`config.mk`:
```
export PLATFORM = sky130hd
export DESIGN_NAME = pb_debouncer_multi_flat
export DESIGN_NICKNAME = d
export VERILOG_FILES = /design/src/rtl/pb_debouncer_multi_if.sv /design/src/rtl/pb_debouncer_multi.sv /design/src/flat_wrapper.sv
export SDC_FILE = /design/constraint.sdc
export NUM_CORES = 1
export LEC_CHECK = 0
export BUFFER_PORTS_ARGS = -buffer_cell sky130_fd_sc_hd__buf_2
export CAP_MARGIN = 20
export CELL_PAD_IN_SITES_DETAIL_PLACEMENT = 0
export CELL_PAD_IN_SITES_GLOBAL_PLACEMENT = 2
export CORE_ASPECT_RATIO = 0.5
export CORE_UTILIZATION = 35
export CTS_BUF_LIST = sky130_fd_sc_hd__clkbuf_16
export CTS_CLUSTER_DIAMETER = 100
export DETAILED_ROUTE_END_ITERATION = 6
export PLACE_DENSITY = 0.73
export SYNTH_ARGS = -nofsm -noshare
export SYNTH_HDL_FRONTEND = slang
export SYNTH_SLANG_ARGS = --single-unit
export TNS_END_PERCENT = 100
```
`constraint.sdc`:
```
create_clock -name clock -period 1.45 [get_ports clock]
set_clock_uncertainty 0.15 [all_clocks]
set_input_delay 0 -clock clock [delete_from_list [all_inputs] [get_ports clock]]
set_output_delay 0 -clock clock [all_outputs]
set_load 0.05 [all_outputs]
```
`src/rtl/pb_debouncer_multi_if.sv`:
```
// Button-side bundle for the multi-channel debouncer. Raw inputs flow to the slave (debouncer),
// and the debounced levels and event pulses flow back to the master (user logic / board side).
interface pb_debouncer_multi_if #(
  parameter int NUM_CH = 4
);
  logic [NUM_CH-1:0] PB;
  logic [NUM_CH-1:0] PB_pressed_state;
  logic [NUM_CH-1:0] PB_pressed_pulse;
  logic [NUM_CH-1:0] PB_released_pulse;
  logic [NUM_CH-1:0] long_press_pulse;
  logic [NUM_CH-1:0] repeat_pulse;

  modport master (
    output PB,
    input  PB_pressed_state, PB_pressed_pulse, PB_released_pulse,
           long_press_pulse, repeat_pulse
  );

  modport slave (
    input  PB,
    output PB_pressed_state, PB_pressed_pulse, PB_released_pulse,
           long_press_pulse, repeat_pulse
  );
endinterface

```
`src/rtl/pb_debouncer_multi.sv`:
```
// NUM_CH independent push-button debouncers: 2-FF synchroniser, press/release qualification FSM,
// long-press detection and optional auto-repeat per channel.
module pb_debouncer_multi #(
  parameter int NUM_CH     = 4,
  parameter int DEB_CYC    = 16,
  parameter int LONG_CYC   = 1000,
  parameter int REP_CYC    = 250,
  parameter int REPEAT_EN  = 1,
  parameter int ACTIVE_LOW = 0
) (
  input  logic                 clock,
  input  logic                 reset,
  pb_debouncer_multi_if.slave  bus
);

  localparam int MAX_CYC = (LONG_CYC > REP_CYC) ? LONG_CYC : REP_CYC;
  localparam int DEB_W   = $clog2(DEB_CYC + 1);
  localparam int HLD_W   = $clog2(MAX_CYC + 1);

  localparam logic [DEB_W-1:0] DEB_LAST  = DEB_W'(DEB_CYC - 1);
  localparam logic [HLD_W-1:0] LONG_LAST = HLD_W'(LONG_CYC - 1);
  localparam logic [HLD_W-1:0] LONG_SAT  = HLD_W'(LONG_CYC);
  localparam logic [HLD_W-1:0] REP_LAST  = HLD_W'(REP_CYC - 1);
  localparam logic             POL       = (ACTIVE_LOW != 0);
  localparam logic             REP_ON    = (REPEAT_EN != 0);

  typedef enum logic [2:0] {
    IDLE, PCNT, PRESS, HOLD, RCNT, REL
  } state_t;

  logic [NUM_CH-1:0] state_v, press_v, rel_v, long_v, rep_v;

  for (genvar i = 0; i < NUM_CH; i++) begin : g_ch
    state_t           state_q, state_d;
    logic [1:0]       sync_q;
    logic [DEB_W-1:0] cnt_q, cnt_d;
    logic [HLD_W-1:0] hold_q, hold_d;
    logic [HLD_W-1:0] rep_q, rep_d;
    logic             long_q, long_d;
    logic             rpt_q, rpt_d;
    logic             s1, counting, keep;

    assign s1       = sync_q[1];
    assign counting = (state_q == PRESS) || (state_q == HOLD) || (state_q == RCNT);
    // Long/repeat pulses only survive into cycles that stay pressed, which keeps them off REL.
    assign keep     = (state_d == HOLD) || (state_d == RCNT);

    always_comb begin
      state_d = state_q;
      cnt_d   = '0;
      case (state_q)
        IDLE:    if (s1) state_d = PCNT;
        PCNT: begin
          if (!s1)                  state_d = IDLE;
          else if (cnt_q == DEB_LAST) state_d = PRESS;
          else                      cnt_d   = cnt_q + 1'b1;
        end
        PRESS:   state_d = HOLD;
        HOLD:    if (!s1) state_d = RCNT;
        RCNT: begin
          if (s1)                   state_d = HOLD;
          else if (cnt_q == DEB_LAST) state_d = REL;
          else                      cnt_d   = cnt_q + 1'b1;
        end
        REL:     state_d = IDLE;
        default: state_d = IDLE;
      endcase
    end

    always_comb begin
      hold_d = '0;
      long_d = 1'b0;
      rep_d  = '0;
      rpt_d  = 1'b0;
      if (counting) begin
        hold_d = (hold_q == LONG_SAT) ? hold_q : hold_q + 1'b1;
        long_d = (hold_q == LONG_LAST) && keep;
        // Saturated hold counter marks "long press seen"; repeat period is measured from there.
        if (REP_ON && (hold_q == LONG_SAT)) begin
          if (rep_q == REP_LAST) rpt_d = keep;
          else                   rep_d = rep_q + 1'b1;
        end
      end
    end

    always_ff @(posedge clock) begin
      if (reset) begin
        sync_q  <= 2'b00;
        state_q <= IDLE;
        cnt_q   <= '0;
        hold_q  <= '0;
        rep_q   <= '0;
        long_q  <= 1'b0;
        rpt_q   <= 1'b0;
      end else begin
        sync_q  <= {sync_q[0], bus.PB[i] ^ POL};
        state_q <= state_d;
        cnt_q   <= cnt_d;
        hold_q  <= hold_d;
        rep_q   <= rep_d;
        long_q  <= long_d;
        rpt_q   <= rpt_d;
      end
    end

    assign state_v[i] = counting;
    assign press_v[i] = (state_q == PRESS);
    assign rel_v[i]   = (state_q == REL);
    assign long_v[i]  = long_q;
    assign rep_v[i]   = rpt_q;
  end

  assign bus.PB_pressed_state  = state_v;
  assign bus.PB_pressed_pulse  = press_v;
  assign bus.PB_released_pulse = rel_v;
  assign bus.long_press_pulse  = long_v;
  assign bus.repeat_pulse      = rep_v;

endmodule

```
`src/flat_wrapper.sv`:
```
// flat-port wrapper written by rule: the top's interface ports become plain ports
module pb_debouncer_multi_flat 
#(
  parameter int NUM_CH     = 4,
  parameter int DEB_CYC    = 16,
  parameter int LONG_CYC   = 1000,
  parameter int REP_CYC    = 250,
  parameter int REPEAT_EN  = 1,
  parameter int ACTIVE_LOW = 0
)
  (clock, reset, bus_PB, bus_PB_pressed_state, bus_PB_pressed_pulse, bus_PB_released_pulse, bus_long_press_pulse, bus_repeat_pulse);
  pb_debouncer_multi_if #(.NUM_CH(NUM_CH)) bus_i ();
  input  logic clock;
  input  logic reset;
  input wire logic [$bits(bus_i.PB)-1:0] bus_PB;
  output wire logic [$bits(bus_i.PB_pressed_state)-1:0] bus_PB_pressed_state;
  output wire logic [$bits(bus_i.PB_pressed_pulse)-1:0] bus_PB_pressed_pulse;
  output wire logic [$bits(bus_i.PB_released_pulse)-1:0] bus_PB_released_pulse;
  output wire logic [$bits(bus_i.long_press_pulse)-1:0] bus_long_press_pulse;
  output wire logic [$bits(bus_i.repeat_pulse)-1:0] bus_repeat_pulse;
  assign bus_i.PB = bus_PB;
  assign bus_PB_pressed_state = bus_i.PB_pressed_state;
  assign bus_PB_pressed_pulse = bus_i.PB_pressed_pulse;
  assign bus_PB_released_pulse = bus_i.PB_released_pulse;
  assign bus_long_press_pulse = bus_i.long_press_pulse;
  assign bus_repeat_pulse = bus_i.repeat_pulse;
  pb_debouncer_multi #(.NUM_CH(NUM_CH), .DEB_CYC(DEB_CYC), .LONG_CYC(LONG_CYC), .REP_CYC(REP_CYC), .REPEAT_EN(REPEAT_EN), .ACTIVE_LOW(ACTIVE_LOW)) u_core (.clock(clock), .reset(reset), .bus(bus_i));
endmodule
```
# After elaboration in Yosys (flattened, before gate mapping)
# Cells that the tools add are included.
[word_totals]
register_bits = 128
inputBits = 6
out_inout_bits = 20
[op_classes]
addsub = 12
n_eq_ne = 44
n_mux = 44
bitwise_logic = 12
reduce_logical = 32
[op_table]
columns = ["cell", "n"]
rows = [
  ["10-bit by 1-bit adder with 10-bit output, second input constant", 8],
  ["10-bit == test, second input constant", 8],
  ["3-bit two-way mux", 24],
  ["5-bit two-way mux", 12],
  ["3-bit case mux with 5 select lines", 4],
  ["10-bit by 8-bit == test with 1-bit output, second input constant", 4],
  ["5-bit case mux with 2 select lines", 4],
  ["3-bit by 2-bit == test with 1-bit output, second input constant", 12],
  ["3-bit == test, second input constant", 12],
  ["4-bit OR reduction", 8],
  ["5-bit by 1-bit adder with 5-bit output, second input constant", 4],
  ["5-bit by 4-bit == test with 1-bit output, second input constant", 4],
  ["3-bit by 1-bit == test with 1-bit output, second input constant", 4],
  ["3-bit logical NOT", 4],
  ["1-bit logical OR", 12],
  ["1-bit NOT", 12],
  ["2-bit OR reduction", 4],
  ["1-bit logical AND", 4],
]

# Depth between registers and ports, before layout
# Gate-level depths: netlist of run 1.
[logic_depth]
depth_word = 7
mapped_depth = 6

# Worst setup path after synthesis of run 1
# No wires, ideal clock.
[synth_timing]
path_type = "register -> output"
start = "reg u_core.g_ch[0].state_q[2]"
end = "out bus_PB_released_pulse[0]"
arrival_ps = 1630
slack_ps = -330
stages_incl_launch_ff = 3
path_cell_list = "dfxtp_1 -> inv_1 -> nor3b_1"
[synth_between]
elab_chain_len = 1
[synth_lines]
columns = ["element", "line", "text"]
rows = [
  ["from (decl)", "pb_debouncer_multi.sv:34", "state_t state_q, state_d;"],
  ["from (signal assigned)", "pb_debouncer_multi.sv:97", "state_q <= state_d;"],
  ["3-bit == test", "pb_debouncer_multi.sv:108", "assign rel_v[i] = (state_q == REL);"],
  ["to (decl)", "flat_wrapper.sv:18", "output wire logic [$bits(bus_i.PB_released_pulse)-1:0] bus_PB_released_pulse;"],
]
# No other way between the ends.

# Worst setup path after layout of run 1
[layout_timing]
start = "reg u_core.g_ch[1].state_q[2]"
end = "reg u_core.g_ch[1].rep_q[4]"
[layout_between]
elab_chain_len = 5
elab_cells_between_ends = 7
cone_classes = "eq/ne: 3; bitwise: 1; reduce/logical: 3"
[layout_lines]
columns = ["element", "line", "text"]
rows = [
  ["from (decl)", "pb_debouncer_multi.sv:34", ""],
  ["from (signal assigned)", "pb_debouncer_multi.sv:97", ""],
  ["3-bit by 2-bit == test with 1-bit output", "pb_debouncer_multi.sv:44", "assign counting = (state_q == PRESS) || (state_q == HOLD) || (state_q == RCNT);"],
  ["1-bit logical OR", "pb_debouncer_multi.sv:44", ""],
  ["1-bit logical OR *", "pb_debouncer_multi.sv:44", ""],
  ["1-bit NOT (no source line) *", "--", ""],
  ["4-bit OR reduction (no source line) *", "--", ""],
  ["to (signal assigned)", "pb_debouncer_multi.sv:100", "rep_q <= rep_d;"],
  ["to (decl)", "pb_debouncer_multi.sv:38", "logic [HLD_W-1:0] rep_q, rep_d;"],
]
# Mark *: on every way between the ends. The rest lies on a longest branch, timed or not.
# A chain may end at the register's enable or synchronous reset.

==> flow_metrics.py, run 1 <==
metrics = {
    "setup_path": {
        "critPathRequiredTime_ps": 1650,
        "max_stage_delay_ps": 410,
        "cpMaxStageDelayCell": "or3b_4",
        "worstSetupStartpointType": "flip-flop",
        "cp_cell_sequence": "or3b_4 > buf_6 > a21oi_4 > buf_12 > nand3_4 > nor2_1",
        "crit_arrival_ps": 1860,
        "crit_type": "flip-flop to flip-flop",
        "path_delay_family": "simple AND/OR/NAND/NOR gates",
        "cp-end-kind": "flip-flop",
        "cp_max_fo": 5,
        "worst-path-buf-inv": 2,
    },
    "final_layout": {
        "antenna_cells": 0,
        "fillerInstances": 1397,
        "area_growth_pct": 57.9,
        "layout-drive-gt1-share": 0.480,
        "nets": 856,
        "final_util": 0.576,
    },
    "timing": {
        "hold_violations": 0,
        "finalSetupViolCount": 96,
        "rsz0062_at_grt": "true",
        "drv_slew": 0,
        "timing.hold.ws_ps": 282,
        "fmax_ghz": 0.604,
        "fin_crit_ps": 1660,
        "setup_slack_ps": -205,
        "period_share": 1.14,
        "worst-slew-pin-transition_ps": 320,
        "maxSlewHeadroom": 0.784,
    },
    "synth": {
        "synthCells": 621,
        "synth_cell_types": 56,
        "synthTopCellsByCount": "dfxtp_1 (128), nor2_1 (109), nand3_1 (41)",
        "ys_seq_area_frac": 0.447,
        "synth_area_leaders": "dfxtp_1 (45%), nor2_1 (7.1%), xnor2_1 (6.0%)",
        "synth_area_um2": 5730,
        "synth_seq_cells": 128,
        "synth_warnings": 0,
        "synth_top_area_cell": "dfxtp_1",
        "synth_edf_count": 0,
        "synth_top_family_by_area": "simple AND/OR/NAND/NOR gates",
        "synthMuxAreaShare": 0.00699,
        "synth_nets": 647,
        "synth-compound-area-share": 0.0496,
        "synth_fa_ha_area_frac": 0.0437,
        "async_reset_ff_frac": 0,
        "synthSimpleGateAreaFrac": 0.300,
        "yosys.area_share.xor_xnor": 0.113,
        "synthFlopType": "dfxtp_1",
        "avgSynthCellArea_um2": 9.22,
        "synth_top_area_share": 0.447,
        "yosysMostFrequentCell": "dfxtp_1",
    },
    "route": {
        "wl_per_cell_um": 12.3,
        "drc_errors": 0,
        "vias_per_cell": 4.60,
        "wl_mm": 13.1,
        "drt_iter0_drc": 212,
        "dr.pass1.iters": 4,
        "postRouteAntennaNets": 0,
        "dr_total_vias": 4885,
    },
    "clock_network": {
        "clk_pin_slew_ps": 60,
        "clock_sinks": 128,
        "max-clock-path-buffers": 2,
        "cts_tree": "yes",
        "clockRootBuffer": "clkbuf_16",
        "htreeDepth": 4,
        "numCtsBuffers": 17,
        "clkLatencyLatePin_ps": 410,
    },
    "floorplanning": {
        "die_x_um": 183,
        "io_pins": 26,
        "dieArea_um2": 16900,
        "fp-row-count": 32,
        "die_h_um": 92.5,
        "core_area_um2": 15700,
        "start_util": 0.365,
    },
    "pwr": {
        "ir_drop_v": 0.000857,
        "clkPwrFrac": 0.524,
        "power_switching_mw": 1.66,
        "combPwrFrac": 0.018,
        "power_mw": 7.74,
        "leakagePower_nw": 3.36,
        "swShare": 0.214,
        "pwr-share-seq": 0.457,
        "p_per_area_nw_per_um2": 856,
        "p_int_mw": 6.08,
    },
    "grt": {
        "grt_use_met3": 0.0393,
        "antenna_found_initial": 0,
        "grt_util_all_layers": 0.162,
        "use_met1": 0.202,
        "grt.overflow.total": 0,
        "grt_pass1_wl_mm": 21.9,
        "grt_pass1_vias": 4799,
        "grt_max_degree": 34,
        "met2_usage": 0.270,
        "busiest_layer": "met2",
    },
    "placed_design": {
        "port_buffers": 25,
        "dp_hpwl_mm": 8.00,
        "place.gp.congestion": 0.759,
    },
    "worst_hold_path": {
        "hp-class": "flip-flop to flip-flop",
    },
    "status": {
        "failed_checks": "setup timing",
        "status": "finished, violations left",
    },
    "run": {
        "maxCapViolCount": 0,
    },
}
## kinds of logic (layout without fill, tap and decap cells)
| logic type | after synthesis | after routing |
|---|---|---|
| AND/OR/NAND/NOR | 311 | 315 |
| XOR/XNOR | 74 | 74 |
| AO/OA/AOI/OAI | 41 | 41 |
| buffers and inverters | 43 | 260 |
| flip-flops | 128 | 128 |
| multiplexers | 4 | 4 |
| adder cells (fa/ha/maj) | 20 | 20 |
## metrics by stage
stage	TNS [ps]	worst slack [ps]	std cells	cell area, µm²
global placement	-5390	-157	977	7170
finish	-8840	-205	1063	9040
CTS	-7520	-197	1047	8580
detailed placement	-7550	-277	977	7170
global route	-16190	-292	1063	9040
floorplan	-2340	-84.4	621	5920
## metal layers
layer | up-vias | share of wire | wire (µm)
li1 | 2537 | - | -
met2 | 31 | 0.49 | 6340
met1 | 2305 | 0.48 | 6260
met5 | - | 0 | 0
met4 | 0 | 0.011 | 145
met3 | 12 | 0.024 | 311
## layout by cell type (no fill, tap or decap), types with 10 or more instances in the layout
cell | synthesis | final
a21oi_1 | 13 | 10
buf_2 | 4 | 13
buf_4 | 13 | 138
buf_6 | 1 | 39
clkbuf_16 | 0 | 17
dfxtp_1 | 128 | 98
dfxtp_2 | 0 | 24
ha_1 | 20 | 11
inv_1 | 20 | 11
nand2_1 | 32 | 25
nand3_1 | 41 | 37
nor2_1 | 109 | 74
nor2_2 | 0 | 26
nor2b_1 | 14 | 11
nor3_1 | 25 | 13
nor3_2 | 0 | 12
xnor2_1 | 39 | 34
xor2_1 | 35 | 35
## flip-flops by register name, summed over array words and instances (netlist names)
name,cells
u_core.g_ch.cnt_q,20
u_core.g_ch.rpt_q,4
u_core.g_ch.long_q,4
u_core.g_ch.sync_q,8
u_core.g_ch.hold_q,40
u_core.g_ch.state_q,12
u_core.g_ch.rep_q,40
## path summary, 6_finish.rpt
check / startpoint / slack [ps] / end / cells after the start
worst min register to register: u_core.g_ch[3].sync_q[0] / 280 / u_core.g_ch[3].sync_q[1] / 1
worst max-delay path: u_core.g_ch[1].state_q[2] / -210 / u_core.g_ch[1].rep_q[4] / 6
worst min-delay path: u_core.g_ch[3].sync_q[0] / 280 / u_core.g_ch[3].sync_q[1] / 1
worst max register to register: u_core.g_ch[1].state_q[2] / -210 / u_core.g_ch[1].rep_q[4] / 6
## power by group through the flow
stage          Clock [mW]  Sequential [mW]  Combinational [mW]
2_1_floorplan           0             3.62              0.0503
3_3_place_gp            0             3.62               0.101
3_5_place_dp            0             3.62               0.102
4_1_cts              4.18             3.54               0.128
5_1_grt              4.34             3.54               0.155
6_report             4.06             3.54               0.141
## worst register-to-register path: cells and delay by family, from the launching register on
family / cells / cell delay [ps]
simple gates: 3 / 600
flops: 1 / 360
buf+inv: 2 / 280
compound gates: 1 / 200
## what timing repair did
action                     CTS  global route
setup buffers               26            17
gates resized for setup    119           100
setup endpoints to repair   94           120
gates cloned                 4             0
hold buffers                 9             0
pin swaps                   31            41
hold endpoints to repair    27             0
## area by class of cell
| class | count | area (µm²) | share of cell area |
|---|---|---|---|
| Inverter | 20 | 77.6 | 0.00858 |
| Multi-Input combinational cell | 454 | 3730 | 0.412 |
| Clock inverter | 14 | 126 | 0.0140 |
| Tap cell | 221 | 277 | 0.0306 |
| Clock buffer | 17 | 425 | 0.0470 |
| Sequential cell | 128 | 2620 | 0.289 |
| Timing Repair Buffer | 209 | 1800 | 0.199 |
(Power assumes the default switching activity.)
==> inputs of run 2 (changes only) <==
--- a/config.mk
+++ b/config.mk
@@ -7,14 +7,12 @@
 export LEC_CHECK = 0
 export BUFFER_PORTS_ARGS = -buffer_cell sky130_fd_sc_hd__buf_2
 export CAP_MARGIN = 20
-export CELL_PAD_IN_SITES_DETAIL_PLACEMENT = 0
-export CELL_PAD_IN_SITES_GLOBAL_PLACEMENT = 2
 export CORE_ASPECT_RATIO = 0.5
-export CORE_UTILIZATION = 35
+export CORE_UTILIZATION = 50
 export CTS_BUF_LIST = sky130_fd_sc_hd__clkbuf_16
 export CTS_CLUSTER_DIAMETER = 100
 export DETAILED_ROUTE_END_ITERATION = 6
-export PLACE_DENSITY = 0.73
+export PLACE_DENSITY = 0.68
 export SYNTH_ARGS = -nofsm -noshare
 export SYNTH_HDL_FRONTEND = slang
 export SYNTH_SLANG_ARGS = --single-unit
==> run 2 against run 1 <==
  * The run still ends with setup timing left
  * Maximum frequency shrank 2.7%
  * First-iteration DRC count grew 17%
  * Clock-buffer cell count is the same
  * Final cell count shrank 10%
  * Critical path type unchanged
  * Sequential cell count is the same
  * Wire length grew 24%
  * Via count grew 5.7%
  * Utilization grew 21 points
  * Design area shrank 3.7%
  * Worst hold slack lost 93 ps
  * Global-route usage grew 7.3 points
  * Combinational power shrank 6%
==> flow_metrics.py, run 2 (synthesis gave the netlist of run 1 again) <==
metrics = {
    "setup_path": {
        "timing.reg2reg.setup_slack_ps": -250,
        "cp_max_fo": 4,
        "critPathRequiredTime_ps": 1630,
        "r2r_start": "u_core.g_ch[0].state_q[2]",
        "cp-end-kind": "flip-flop",
        "worstReg2RegEnd": "u_core.g_ch[0].cnt_q[0]",
        "worstSetupStartpointType": "flip-flop",
        "crit_type": "flip-flop to flip-flop",
        "rr_worst_depth": 6,
        "crit_arrival_ps": 1880,
    },
    "pwr": {
        "p_per_area_nw_per_um2": 884,
        "power_mw": 7.70,
        "ir_drop_v": 0.000613,
        "leakagePower_nw": 3.17,
    },
    "route": {
        "postRouteAntennaNets": 0,
        "vias_per_cell": 5.41,
        "wl_mm": 16.2,
        "dr.pass1.iters": 5,
        "drc_errors": 0,
        "wl_per_cell_um": 17.0,
        "dr_total_vias": 5163,
        "drt_iter0_drc": 248,
    },
    "final_layout": {
        "stdcell_count": 955,
        "layout-drive-gt1-share": 0.468,
        "multi_input_area_um2": 3770,
        "final_cell_mix": "buf_4 (117), dfxtp_1 (95), nor2_1 (71)",
        "fillerInstances": 603,
        "nets": 823,
        "antenna_cells": 0,
        "final_common_cell": "buf_4",
        "top_regs": "u_core.g_ch.hold_q: 40 flops, u_core.g_ch.rep_q: 40 flops, u_core.g_ch.cnt_q: 20 flops",
        "ff_latch_area_um2": 2620,
        "area_growth_pct": 52.1,
    },
    "grt": {
        "grt_max_degree": 19,
        "grt.overflow.total": 0,
        "antenna_found_initial": 0,
        "grt_pass1_wl_mm": 22.3,
        "grt_util_all_layers": 0.234,
        "grt_pass1_vias": 4866,
    },
    "worst_hold_path": {
        "holdPathEnd": "u_core.g_ch[1].sync_q[0]",
        "hold_depth": 3,
        "min-delay-start": "bus_PB[1]",
        "hp-class": "input port to flip-flop",
    },
    "timing": {
        "finalSetupViolCount": 86,
        "period_share": 1.17,
        "rsz0062_at_grt": "true",
        "setup_slack_ps": -252,
        "fin_crit_ps": 1700,
        "fmax_ghz": 0.588,
        "drv_slew": 0,
        "maxSlewHeadroom": 0.719,
        "worst-slew-pin-transition_ps": 417,
        "hold_violations": 0,
    },
    "floorplanning": {
        "fp-row-count": 27,
        "core_area_um2": 11100,
        "die_h_um": 77.7,
        "die_x_um": 153,
        "io_pins": 26,
        "dieArea_um2": 11900,
        "start_util": 0.517,
    },
    "placed_design": {
        "place.gp.congestion": 0.796,
        "dp_hpwl_mm": 7.83,
        "dp_cells": 882,
        "port_buffers": 25,
    },
    "clock_network": {
        "cts_tree": "yes",
        "numCtsBuffers": 17,
        "htreeDepth": 4,
        "clockRootBuffer": "clkbuf_16",
        "clk_pin_slew_ps": 60,
        "max-clock-path-buffers": 2,
        "clock_sinks": 128,
        "clkLatencyLatePin_ps": 410,
    },
    "status": {
        "failed_checks": "setup timing",
        "status": "finished, violations left",
    },
    "run": {
        "maxCapViolCount": 0,
    },
}
[run 2: how the worst max path moves through the flow]
stage,start,end,depth (start not counted)
6_report,u_core.g_ch[0].state_q[2],u_core.g_ch[0].cnt_q[0],6
5_1_grt,u_core.g_ch[2].hold_q[0],u_core.g_ch[2].hold_q[1],7
4_1_cts,u_core.g_ch[0].state_q[2],bus_PB_pressed_state[0],4
3_5_place_dp,u_core.g_ch[2].hold_q[0],u_core.g_ch[2].rep_q[2],6
3_3_place_gp,u_core.g_ch[0].hold_q[1],u_core.g_ch[0].rep_q[5],6
2_1_floorplan,u_core.g_ch[2].hold_q[0],u_core.g_ch[2].rep_q[0],6
[run 2: repair_timing]
action	4_1_cts	5_1_grt
setup buffers	21	14
gates cloned	4	0
resized for setup	103	115
hold endpoints to repair	12	0
setup endpoints to repair	100	116
hold buffers	5	0
pin swaps	53	38
[run 2: power breakdown]
group | leakage [nW] | switching [mW] | internal [mW]
logic | 1.84 | 0.0676 | 0.0652
registers | 1.05 | 0.0151 | 3.53
clock network | 0.275 | 1.55 | 2.48
[run 2: layout make-up]
class / instances / area share
Sequential cell: 128 / 0.301
Clock inverter: 15 / 0.0147
Tap cell: 145 / 0.0208
Multi-Input combinational cell: 454 / 0.432
Timing Repair Buffer: 176 / 0.174
Inverter: 20 / 0.00862
Clock buffer: 17 / 0.0488
[run 2: per-stage QoR]
stage	setup TNS, ps	area [µm²]	hold WS (ps)	setup WS [ps]	utilization
3_5_place_dp	-7580	6920	72.5	-218	0.625
6_report	-10430	8710	189	-252	0.786
3_3_place_gp	-5740	6920	59.2	-161	0.625
2_1_floorplan	-2340	5920	-21.8	-84.4	-
4_1_cts	-6410	8180	178	-188	0.738
5_1_grt	-15110	8710	202	-323	0.786
[run 2: layer usage]
metal / routed length, µm / track usage / vias up
li1: - / - / 2470
met1: 6850 / 0.273 / 2540
met2: 8480 / 0.423 / 113
met3: 476 / 0.0542 / 40
met4: 395 / 0.0850 / 0
met5: 0 / 0 / -
[run 2: critical path: stages (launching register included)]
cell and delay [ps]:
dfxtp_2 340, buf_6 120, buf_6 110, nand3b_1 230, a211oi_4 370, nand2_1 150, nor2_1 150
